[src/rtl/fadd_arbiter.sv]
// Round-robin sharing of one pipelined single-precision adder among NREQ requesters.
// A tag pipeline follows each op through the adder and steers its result into a per-requester holding register.
module fadd_arbiter #(
    parameter int unsigned NREQ = 4,
    parameter int unsigned LAT  = 1
) (
    input  logic                 clk,
    input  logic                 rst_n,
    input  logic [NREQ-1:0]      req_valid,
    output logic [NREQ-1:0]      req_ready,
    input  logic [32*NREQ-1:0]   req_a,
    input  logic [32*NREQ-1:0]   req_b,
    output logic [NREQ-1:0]      resp_valid,
    input  logic [NREQ-1:0]      resp_ready,
    output logic [32*NREQ-1:0]   resp_c,
    output logic [31:0]          fadd_a,
    output logic [31:0]          fadd_b,
    input  logic [31:0]          fadd_c,
    output logic [31:0]          issue_count
);

    localparam int unsigned IDW = (NREQ > 1) ? $clog2(NREQ) : 1;
    localparam int unsigned DW  = 32;

    logic [IDW-1:0]  rr_ptr;
    logic [LAT-1:0]  tag_vld;
    logic [IDW-1:0]  tag_id [LAT];
    logic [NREQ-1:0] inflight;
    logic [NREQ-1:0] busy;
    logic [NREQ-1:0] eligible;
    logic            gnt_vld;
    logic [IDW-1:0]  gnt_id;
    logic            cap_vld;
    logic [IDW-1:0]  cap_id;

    // Holding rst_n low masks eligibility so nothing is granted while in reset.
    always_comb begin
        busy     = inflight | resp_valid;
        eligible = req_valid & ~busy & {NREQ{rst_n}};
        cap_vld  = tag_vld[LAT-1];
        cap_id   = tag_id[LAT-1];
    end

    // First eligible requester at or after rr_ptr, wrapping modulo NREQ.
    always_comb begin
        gnt_vld = 1'b0;
        gnt_id  = '0;
        for (int unsigned k = 0; k < NREQ; k++) begin
            for (int unsigned i = 0; i < NREQ; i++) begin
                if (!gnt_vld && eligible[i] && (((32'(rr_ptr) + k) % NREQ) == i)) begin
                    gnt_vld = 1'b1;
                    gnt_id  = IDW'(i);
                end
            end
        end
    end

    // Grant strobes and adder operand mux; operands idle at zero when nothing is granted.
    always_comb begin
        req_ready = '0;
        fadd_a    = '0;
        fadd_b    = '0;
        for (int unsigned i = 0; i < NREQ; i++) begin
            if (gnt_vld && (gnt_id == IDW'(i))) begin
                req_ready[i] = 1'b1;
                fadd_a       = req_a[DW*i +: DW];
                fadd_b       = req_b[DW*i +: DW];
            end
        end
    end

    always_ff @(posedge clk or negedge rst_n) begin
        if (!rst_n) begin
            rr_ptr      <= '0;
            tag_vld     <= '0;
            for (int unsigned k = 0; k < LAT; k++) begin
                tag_id[k] <= '0;
            end
            inflight    <= '0;
            resp_valid  <= '0;
            resp_c      <= '0;
            issue_count <= '0;
        end else begin
            if (gnt_vld) begin
                rr_ptr      <= (gnt_id == IDW'(NREQ - 1)) ? '0 : gnt_id + IDW'(1);
                issue_count <= issue_count + 32'd1;
            end

            // Tag pipeline shifts every cycle in lockstep with the adder.
            tag_vld[0] <= gnt_vld;
            tag_id[0]  <= gnt_id;
            for (int unsigned k = 1; k < LAT; k++) begin
                tag_vld[k] <= tag_vld[k-1];
                tag_id[k]  <= tag_id[k-1];
            end

            // Busy excludes grant/capture/handshake collisions on the same requester.
            for (int unsigned i = 0; i < NREQ; i++) begin
                if (resp_valid[i] && resp_ready[i]) begin
                    resp_valid[i] <= 1'b0;
                end
                if (gnt_vld && (gnt_id == IDW'(i))) begin
                    inflight[i] <= 1'b1;
                end
                if (cap_vld && (cap_id == IDW'(i))) begin
                    resp_valid[i]         <= 1'b1;
                    resp_c[DW*i +: DW]    <= fadd_c;
                    inflight[i]           <= 1'b0;
                end
            end
        end
    end

endmodule

[config.mk]
export PLATFORM = sky130hd
export DESIGN_NAME = fadd_arbiter
export DESIGN_NICKNAME = d
export VERILOG_FILES = /design/src/rtl/fadd_arbiter.sv
export SDC_FILE = /design/constraint.sdc
export NUM_CORES = 1
export LEC_CHECK = 0
export ABC_CLOCK_PERIOD_IN_PS = 6760
export CORE_AREA = 2 2 204 206
export DETAILED_ROUTE_END_ITERATION = 8
export DIE_AREA = 0 0 206 208
export PLACE_DENSITY = 0.51
export SLEW_MARGIN = 10
export SYNTH_ARGS = -nofsm -noshare
export SYNTH_HDL_FRONTEND = slang
export SYNTH_SLANG_ARGS = --single-unit
[constraint.sdc]
create_clock -name clk -period 6.76 [get_ports clk]
set_input_delay 0.676 -clock clk [delete_from_list [all_inputs] [get_ports clk]]
set_output_delay 0.676 -clock clk [all_outputs]
set_load 0.005 [all_outputs]
==> impl_metrics.ini <==
[power]
pwr-share-seq_pct = 29.1
power.density_cell_area_nw_per_um2 = 382.4
ir_drop_mv = 0.2883
p_switching_mw = 1.954
finalPower_mw = 6.010
pwr-share-clk_pct = 17.5
share_comb_of_total_power_pct = 53.5
power.static_leakage_nw = 6.063
power_report.internal_total_mw = 4.056
power_switching_share_pct = 32.51

[logic_synthesis]
yosys.cell_types.count = 41
yosys_register_bits = 173
synth_cells = 844
synth_enable_flop_cells = 0
post_synthesis_average_cell_area_sq_um = 11.04
netlist_area_before_placement_sq_um = 9316
synth-seq-area-share_pct = 46.47
ys_dominant_reg_cell = sky130_fd_sc_hd__dfrtp_1
asyncSetResetFlopFracSynth_pct = 100.0
netlist_top_cells_area = sky130_fd_sc_hd__dfrtp_1, sky130_fd_sc_hd__mux2_2, sky130_fd_sc_hd__o221ai_1
synthesis.nets = 1145
synth_top_cell_by_area = sky130_fd_sc_hd__dfrtp_1
yosys.area.top_type_share_pct = 46.47
ys_warnings = 0

[timing]
maxClockFrequency_mhz = 205.3
timing_worst_slew_pin_value_ns = 1.135
period_share_pct = 72.06
finalWorstSetupSlack_ns = 1.889
grt_setup_unrepaired = no
timing.slew.headroom_pct = 24.03
timing.final.hold_violations = 0
setup-violations-final = 0
final.setup.tns_ns = 0
maxSlewViolCount = 0
timing.hold.ws_ns = 0.1603
min_period_ns = 4.871
fin_worst_skew_ns = 0.01282

[critical_path]
timing.critical_path.required_ns = 6.08
crit_type = in2out
cpMostUsedCell = sky130_fd_sc_hd__clkdlybuf4s50_1
regToRegSetupSlack_ns = 4.27
setup.worst_path.end_class = output pin
critical_path.max_stage_delay_ns = 0.52
r2r_cells = 5
timing.critical_path.from_type = input pin
critPathMaxFanout = 40
crit_path_cell_trace = clkdlybuf4s50_1 -> nor4bb_4 -> o22ai_1 -> o21ai_0 -> and2_1 -> ha_1 -> nand2_2 -> inv_2 -> buf_4 -> a22o_1 -> clkdlybuf4s50_1
critical_path.slowest_cell = sky130_fd_sc_hd__buf_4
cp.arrival_ns = 4.20

[worst_hold_path]
hold_wc_path_type = in2async

[clock_network]
htree_levels = 4
clockRootBuffer = sky130_fd_sc_hd__clkbuf_16
cts.sink_count = 173
worst_skew_pair_latency_ns = 0.43
numCtsBuffers = 17
clk_transition_reported_paths_ns = 0.07
cts_setup_buffers = 0
cts_hold_buffers_added = 0
cts_resized = 0
tritoncts = built
cts-root-to-sink-buffers = 2

[floorplan]
fp.dieW_um = 206
initial_core_util_pct = 22.97
die-area_sq_um = 42850
placement_rows = 74
num_io_pins = 530
dieHeight_um = 208
design.core.area_sq_um = 40550

[finish]
layout.core_utilization_pct = 38.75
final_cell_count_no_fill = 1879
final_layout_size_suffix_gt1_share_pct = 14.52
finalNetCount = 1631
final.fill_count = 4036
layout.cell_area.non_filler_sq_um = 15720
syn2layout_area_growth_pct = 68.68

[place]
dp_hpwl_mm = 30.24
dp.cells = 1843
dpl-instance-area_sq_um = 15080
gp_routability_congestion = 0.8843
place.port_buffers = 529
dp_slack_ns = 1.884

[drt]
drc = 0
dr.pass1.iters = 4
detailroute.via_count = 8989
detail-route-antenna-nets = 0
drt_wl_total_mm = 40.76
drtIter0Drc = 503
drt-wirelength-per-cell_um = 21.69
vias_per_cell = 4.784

[flow_run]
cap_violations = 0

[global_route]
antenna_found_initial = 4
globalRoute.totalOverflow = 0
pin_count_of_the_biggest_net_entering_global_routing = 75
number_of_global_route_vias_before_repair = 9034
first_pass_grt_wire_length_mm = 59.51
global_route_usage_sum_pct = 18.26

[run_status]
status = finished, final reports clean
==> final timing paths <==
path / end / start
worst max-delay path: fadd_b[25] / req_valid[1]
worst min-delay path: cap_id[0] / rst_n
worst max register to register: inflight[2] / resp_valid[0]
worst min register to register: issue_count[31] / issue_count[31]
max in group asynchronous: resp_c[102] / rst_n
min in group clk: issue_count[31] / issue_count[31]
==> critical path: cells and delay by family <==
family,cells,cell delay [ns]
buffers and inverters,4,1.98
and+or+nand+nor,3,0.71
AOI/OAI and AO/OA,3,0.64
adders and majority gates,1,0.15
==> cell usage in the layout, fill, tap and decap left out, drive strengths merged, types with 2 or more instances in the layout <==
cell,count
nand3b,2
and4bb,3
ha,3
inv,17
o221ai,65
xnor2,24
a21oi,5
a22o,64
nand4,11
clkdlybuf4s50,528
o22ai,2
o41a,2
o21ai,8
nand3,77
nand2,79
nand4bb,4
diode,4
mux2,130
o21a,67
and3,3
nor3,2
nor2,11
buf,18
xor2,7
bufinv,3
clkbuf,17
clkinv,4
and2,4
dfrtp,173
==> synthesized netlist by cell type (all sizes together), types with 2 or more instances <==
| library cell | number |
|---|---|
| dfrtp | 173 |
| mux2 | 130 |
| nand2 | 79 |
| nand3 | 77 |
| o21a | 67 |
| o221ai | 65 |
| a22o | 64 |
| buf | 52 |
| clkbuf | 27 |
| xnor2 | 24 |
| nand4 | 11 |
| nor2 | 11 |
| inv | 10 |
| o21ai | 8 |
| xor2 | 7 |
| a21oi | 5 |
| and2 | 4 |
| nand4bb | 4 |
| and3 | 3 |
| and4bb | 3 |
| ha | 3 |
| nand3b | 2 |
| nor3 | 2 |
| o22ai | 2 |
| o41a | 2 |
==> logic make-up (layout without fill, tap and decap cells) <==
| group | count (synthesis) | in the layout | share of synthesized area, % |
|---|---|---|---|
| AOI/OAI and AO/OA | 217 | 217 | 19.10 |
| other | 0 | 4 | 0 |
| buffers and inverters | 89 | 588 | 4.701 |
| xor gates and xnor gates | 31 | 31 | 2.914 |
| adders and majority gates | 3 | 3 | 0.4029 |
| muxes | 130 | 130 | 15.71 |
| and+or+nand+nor | 201 | 201 | 10.70 |
| DFF | 173 | 173 | 46.47 |
==> final cells by class <==
class | instances | area, sq um | area share [%]
diodes | 4 | 10.01 | 0.06369
clock inverters | 15 | 198.9 | 1.266
inverters | 10 | 37.54 | 0.2389
clock buffers | 17 | 425.4 | 2.707
multi-input cells | 582 | 4599 | 29.27
well taps | 532 | 665.6 | 4.236
flip-flops and latches | 173 | 4329 | 27.55
repair buffers | 546 | 5449 | 34.67
==> sequential cells by signal, indices dropped and copies added (netlist names) <==
register and count:
issue_count 32, rr_ptr 2, cap_vld 1, resp_c 128
resp_valid 4, inflight 4, cap_id 2
==> metal layers <==
layer / track usage, % / share of wire (%) / vias up
li1: - / - / 4148
met1: 21.47 / 39 / 4440
met2: 31.94 / 51 / 344
met3: 4.402 / 7.1 / 55
met4: 6.798 / 2.8 / 2
met5: 0 / 0.032 / -
==> power groups by stage <==
stage          logic (mW)  registers, mW  clock network [mW]
6_report             3.21           1.75                1.05
5_1_grt              3.43           1.81                1.12
4_1_cts              3.26           1.75                1.08
3_5_place_dp         3.25           1.76                   0
3_3_place_gp         3.25           1.74                   0
2_1_floorplan        1.33           1.76                   0
No activity file was read; power rests on OpenSTA's default activity.
